`config.mk`:
```
export PLATFORM = sky130hd
export DESIGN_NAME = stopwatch_core
export DESIGN_NICKNAME = d
export VERILOG_FILES = /design/src/rtl/stopwatch_core.sv
export SDC_FILE = /design/constraint.sdc
export NUM_CORES = 1
export LEC_CHECK = 0
export ABC_AREA = 1
export BUFFER_PORTS_ARGS = -buffer_cell sky130_fd_sc_hd__buf_2
export CORE_UTILIZATION = 23
export CTS_CLUSTER_DIAMETER = 200
export DETAILED_ROUTE_END_ITERATION = 10
export PLACE_DENSITY = 0.4
export SETUP_SLACK_MARGIN = 0.02
export SYNTH_ARGS = -nofsm -noshare
export SYNTH_HDL_FRONTEND = slang
export SYNTH_SLANG_ARGS = --single-unit
```
`constraint.sdc`:
```
create_clock -name clk -period 2.5 [get_ports clk]
set_input_delay 0.125 -clock clk [delete_from_list [all_inputs] [get_ports clk]]
set_output_delay 0.125 -clock clk [all_outputs]
set_load 0.005 [all_outputs]
```
`src/rtl/stopwatch_core.sv`:
```
// rtl/stopwatch_core.sv - BCD MM:SS.hh stopwatch timekeeping core with start/stop, lap-freeze and clear
//
// Ports:
//   clk            system clock
//   rst            synchronous active-high reset
//   tick_in        divider square wave; each rising edge is one hundredth of a second
//   btn_start_stop debounced level; rising edge toggles run/pause
//   btn_lap_reset  debounced level; rising edge enters/leaves lap, or clears while paused
//   min_tens..cs_ones  displayed BCD digits MM:SS.hh
//   running        high while counting (RUN or LAP)
//   lap_active     high while the display is frozen on a lap snapshot
//   overflow       sticky wrap flag, cleared on entry to IDLE

module stopwatch_core #(
   parameter int MINUTES_MAX = 59
) (
   input  logic       clk,
   input  logic       rst,
   input  logic       tick_in,
   input  logic       btn_start_stop,
   input  logic       btn_lap_reset,
   output logic [3:0] min_tens,
   output logic [3:0] min_ones,
   output logic [3:0] sec_tens,
   output logic [3:0] sec_ones,
   output logic [3:0] cs_tens,
   output logic [3:0] cs_ones,
   output logic       running,
   output logic       lap_active,
   output logic       overflow
);

   typedef enum logic [1:0] {
      S_IDLE  = 2'd0,
      S_RUN   = 2'd1,
      S_LAP   = 2'd2,
      S_PAUSE = 2'd3
   } state_t;

   localparam logic [3:0] MAX_TENS = 4'(MINUTES_MAX / 10);
   localparam logic [3:0] MAX_ONES = 4'(MINUTES_MAX % 10);

   state_t state;
   state_t state_nxt;

   logic tick_q, ss_q, lr_q;
   logic tick_rise, ss_ev, lr_ev;
   logic step, wrap, clear, take_snap;

   // live count
   logic [3:0] l_mt, l_mo, l_st, l_so, l_ct, l_co;
   // live count after this edge's optional step
   logic [3:0] n_mt, n_mo, n_st, n_so, n_ct, n_co;
   // lap snapshot
   logic [3:0] s_mt, s_mo, s_st, s_so, s_ct, s_co;

   always_ff @(posedge clk) begin
      if (rst) begin
         tick_q <= 1'b0;
         ss_q   <= 1'b0;
         lr_q   <= 1'b0;
      end else begin
         tick_q <= tick_in;
         ss_q   <= btn_start_stop;
         lr_q   <= btn_lap_reset;
      end
   end

   assign tick_rise = tick_in & ~tick_q;
   assign ss_ev     = btn_start_stop & ~ss_q;
   // start/stop wins when both buttons rise together, so lap/reset is masked
   assign lr_ev     = btn_lap_reset & ~lr_q & ~ss_ev;

   assign step      = tick_rise & ((state == S_RUN) | (state == S_LAP));
   assign clear     = (state == S_PAUSE) & lr_ev;
   // snapshot uses the post-step value so a tick on the lap edge is included
   assign take_snap = (state == S_RUN) & lr_ev;

   // BCD ripple of one hundredth; the full-scale value wraps to zero
   always_comb begin
      n_mt = l_mt;
      n_mo = l_mo;
      n_st = l_st;
      n_so = l_so;
      n_ct = l_ct;
      n_co = l_co;
      wrap = 1'b0;
      if (step) begin
         if ((l_mt == MAX_TENS) && (l_mo == MAX_ONES) && (l_st == 4'd5) &&
             (l_so == 4'd9) && (l_ct == 4'd9) && (l_co == 4'd9)) begin
            n_mt = 4'd0;
            n_mo = 4'd0;
            n_st = 4'd0;
            n_so = 4'd0;
            n_ct = 4'd0;
            n_co = 4'd0;
            wrap = 1'b1;
         end else if (l_co != 4'd9) begin
            n_co = l_co + 4'd1;
         end else begin
            n_co = 4'd0;
            if (l_ct != 4'd9) begin
               n_ct = l_ct + 4'd1;
            end else begin
               n_ct = 4'd0;
               if (l_so != 4'd9) begin
                  n_so = l_so + 4'd1;
               end else begin
                  n_so = 4'd0;
                  if (l_st != 4'd5) begin
                     n_st = l_st + 4'd1;
                  end else begin
                     n_st = 4'd0;
                     if (l_mo != 4'd9) begin
                        n_mo = l_mo + 4'd1;
                     end else begin
                        n_mo = 4'd0;
                        n_mt = l_mt + 4'd1;
                     end
                  end
               end
            end
         end
      end
   end

   // state register
   always_ff @(posedge clk) begin
      if (rst) begin
         state <= S_IDLE;
      end else begin
         state <= state_nxt;
      end
   end

   // next-state logic
   always_comb begin
      state_nxt = state;
      case (state)
         S_IDLE: begin
            if (ss_ev) state_nxt = S_RUN;
         end
         S_RUN: begin
            if (ss_ev)      state_nxt = S_PAUSE;
            else if (lr_ev) state_nxt = S_LAP;
         end
         S_LAP: begin
            if (ss_ev)      state_nxt = S_PAUSE;
            else if (lr_ev) state_nxt = S_RUN;
         end
         S_PAUSE: begin
            if (ss_ev)      state_nxt = S_RUN;
            else if (lr_ev) state_nxt = S_IDLE;
         end
         default: state_nxt = S_IDLE;
      endcase
   end

   // live count, snapshot and overflow
   always_ff @(posedge clk) begin
      if (rst) begin
         l_mt     <= 4'd0;
         l_mo     <= 4'd0;
         l_st     <= 4'd0;
         l_so     <= 4'd0;
         l_ct     <= 4'd0;
         l_co     <= 4'd0;
         s_mt     <= 4'd0;
         s_mo     <= 4'd0;
         s_st     <= 4'd0;
         s_so     <= 4'd0;
         s_ct     <= 4'd0;
         s_co     <= 4'd0;
         overflow <= 1'b0;
      end else begin
         if (clear) begin
            l_mt     <= 4'd0;
            l_mo     <= 4'd0;
            l_st     <= 4'd0;
            l_so     <= 4'd0;
            l_ct     <= 4'd0;
            l_co     <= 4'd0;
            overflow <= 1'b0;
         end else begin
            l_mt <= n_mt;
            l_mo <= n_mo;
            l_st <= n_st;
            l_so <= n_so;
            l_ct <= n_ct;
            l_co <= n_co;
            if (wrap) overflow <= 1'b1;
         end
         if (take_snap) begin
            s_mt <= n_mt;
            s_mo <= n_mo;
            s_st <= n_st;
            s_so <= n_so;
            s_ct <= n_ct;
            s_co <= n_co;
         end
      end
   end

   // outputs decoded from the state register
   always_comb begin
      running    = (state == S_RUN) | (state == S_LAP);
      lap_active = (state == S_LAP);
      if (state == S_LAP) begin
         min_tens = s_mt;
         min_ones = s_mo;
         sec_tens = s_st;
         sec_ones = s_so;
         cs_tens  = s_ct;
         cs_ones  = s_co;
      end else begin
         min_tens = l_mt;
         min_ones = l_mo;
         sec_tens = l_st;
         sec_ones = l_so;
         cs_tens  = l_ct;
         cs_ones  = l_co;
      end
   end

endmodule
```
==> impl_metrics.csv <==
group,metric,value,unit
die,die_w,117,µm
yosys,muxShareOfSynthArea,0,%
routing,dr.pass1.iters,4,
die,die_height,117,µm
yosys,async_reset_ff_share,0,%
placement,routabilityCongestion,0.759,
clock_tree,clk_path_buf_depth,2,
hold_path,hp-start,"btn_start_stop",
clock_tree,cts_made_buffers,5,
worst_setup_path,timing.rr.end,"s_st[1]",
finish,post-route-util,27.4,%
die,fp-row-count,41,
placement,dp_hpwl,5720,µm
sta,final_hold_viol_count,0,
finish,n_fill_cell,1466,
finish,final_cell_area,3490,µm²
placement,port_buffers,31,
routing,via_per_inst,4.32,
worst_setup_path,r2r-start,"state[0]",
routing,avgRoutedWirePerCell,12.5,µm
clock_tree,cts_tree,"built",
grt,grt_pass1_vias,2549,
pwr,leakagePower,1.44,nW
worst_setup_path,cp-end-kind,"flop",
sta,max-slew-margin-rel,68.5,%
yosys,synth_top_area_share,35.9,%
routing,drc_errors,0,
status,status,"finished clean",
worst_setup_path,path_buf_inv,1,
yosys,synth_warnings,0,
sta,timing.fmax,492,MHz
worst_setup_path,r2r_setup_slack,0.47,ns
clock_tree,cts_setup_buffers,0,
die,core,12700,µm²
hold_path,worst_hold_path_type,"in2reg",
clock_tree,clk_pin_slew,0.07,ns
grt,grt_pass1_wl,13000,µm
sta,final.setup_skew,0.00778,ns
routing,routed-via-count,2767,
clock_tree,cts_max_level,2,
worst_setup_path,slowest_stage,"dfxtp_1",
clock_tree,cts_resized,0,
placement,dp_slack,0.489,ns
sta,setup-tns-final,0,ns
routing,wl,7990,µm
yosys,synth-seq-cells,54,
worst_setup_path,crit_cells,9,
finish,final_common_cell,"nand2_1",
die,ioPinCount,32,
yosys,synth_compound_area_share,18.4,%
worst_setup_path,crit_required,2.68,ns
sta,setup_viol,0,
clock_tree,hold_buffers,0,
worst_setup_path,slowest_delay,0.43,ns
worst_setup_path,worstSetupPathType,"reg2reg",
die,die-area,13600,µm²
yosys,synth.area.top_cells,"dfxtp_1, nand2_1, o21ai_0",
yosys,syn_nets,458,
routing,ant_nets,0,
finish,fin_nets,486,
yosys,synth-xor-area-share,0.290,%
grt,grt_antenna_before_repair,0,
worst_setup_path,crit_chain,"inv_1, ha_1, nand2_1, nor2_1, nand2_1, nor2_1, o21ai_0, o21ai_0, a21oi_1",
sta,setup_slack,0.468,ns
worst_setup_path,reg2reg_depth,9,
sta,slew_violations,0,
finish,final_cell_count_no_fill,641,
yosys,syn_inst,440,
placement,dpl.cell_count,633,
yosys,synth_area_leader_cell,"dfxtp_1",
die,initial_utilization,23.7,%
finish,final_cell_mix,"nand2_1, dfxtp_1, inv_1",
yosys,synth_edf_count,0,
worst_setup_path,crit_path_start_kind,"flop",
yosys,synth_simple_gate_area_share,29.4,%
placement,placedInstanceArea,3330,µm²
routing,drt-initial-drc-count,106,
worst_setup_path,arrival,2.21,ns
yosys,synthAdderAreaFrac,5.39,%
sta,tightest_slew,0.471,ns
sta,fin_crit_sh,81.3,%
pwr,p_per_area,586,nW/µm²
sta,whs,0.0465,ns
grt,grt_max_degree,49,
clock_tree,ctsRootBufferMaster,"clkbuf_16",
hold_path,min_path_cells,3,
job,cap_violations,0,
finish,area_delta_synth_final,15.8,%
worst_setup_path,cp_top_family,"simple AND/OR/NAND/NOR gates",
grt,grt_overflow_total,0,
hold_path,min_to,"ss_q",
yosys,synthFlopType,"dfxtp_1",
finish,antenna_cells,0,
clock_tree,clk_latency,0.29,ns
yosys,syn_area,3020,µm²
yosys,synth-seq-area-share,35.9,%
clock_tree,cts_sinks,54,
sta,rsz0062_at_grt,"no",
yosys,synth_top_family_by_area,"simple AND/OR/NAND/NOR gates",
pwr,irDropWorstVdd,0.339,mV
finish,drive_above_1_share,15.6,%
pwr,fin_total_pwr,2.05,mW
yosys,synthDistinctLibCells,36,
sta,period_needed,2.03,ns
worst_setup_path,worstPathMaxFanout,7,
grt,grt_use_total,12.6,%
yosys,avgSynthCellArea,6.85,µm²
## cells by family after synthesis
kind of cell | after synthesis
simple gates | 203
compound gates | 96
buf+inv | 73
flops | 54
fa+ha+maj | 13
xor+xnor | 1
## metal layers
metal  vias up  global-route usage (%)  share of wire (%)
met3         2                    2.44                3.2
met4         0                    3.33               0.45
met2        44                    19.5                 43
li1       1471                       -                  -
met5         -                       0                  0
met1      1250                    17.7                 53
## worst max-delay path by stage
stage / from / to
3_5_place_dp: state[0] / s_st[1]
3_3_place_gp: state[0] / s_mt[2]
2_1_floorplan: state[0] / s_ct[2]
4_1_cts: state[0] / s_st[1]
5_1_grt: state[0] / s_st[1]
6_report: state[0] / s_st[1]
## cells in the mapped netlist (2+ instances only)
cell      instances
buf_8             2
o211ai_2          2
a21oi_1          19
nor3_1            3
nand3_1          26
nand4_1           7
a21oi_2           6
o21ai_0          44
nand2_1         100
clkbuf_1          7
inv_1            53
nor2_4            4
buf_4             4
o21a_1            8
dfxtp_1          54
nor2_1           50
nand2_2           2
o21ai_1           9
ha_1             13
inv_2             4
o22ai_1           2
o211ai_1          3
nor2_2            5
## worst reg2reg max path, delay by kind of cell (launching register included)
family | cells | cell delay (ns)
flip-flops | 1 | 0.43
AND/OR/NAND/NOR | 4 | 0.71
buffers and inverters | 1 | 0.11
adder cells (fa/ha/maj) | 1 | 0.34
AO/OA/AOI/OAI | 3 | 0.32
## report_power, final
group | switching (mW) | internal, mW
logic | 0.213 | 0.110
clock network | 0.325 | 0.455
registers | 0.0335 | 0.912
## layout make-up
type / count / area, µm² / area share (%)
Multi-Input combinational cell: 313 / 1620 / 46.3
Tap cell: 172 / 215 / 6.16
Sequential cell: 54 / 1080 / 31.0
Inverter: 57 / 214 / 6.13
Timing Repair Buffer: 37 / 200 / 5.73
Clock buffer: 8 / 166 / 4.77
(Power assumes the default switching activity.)
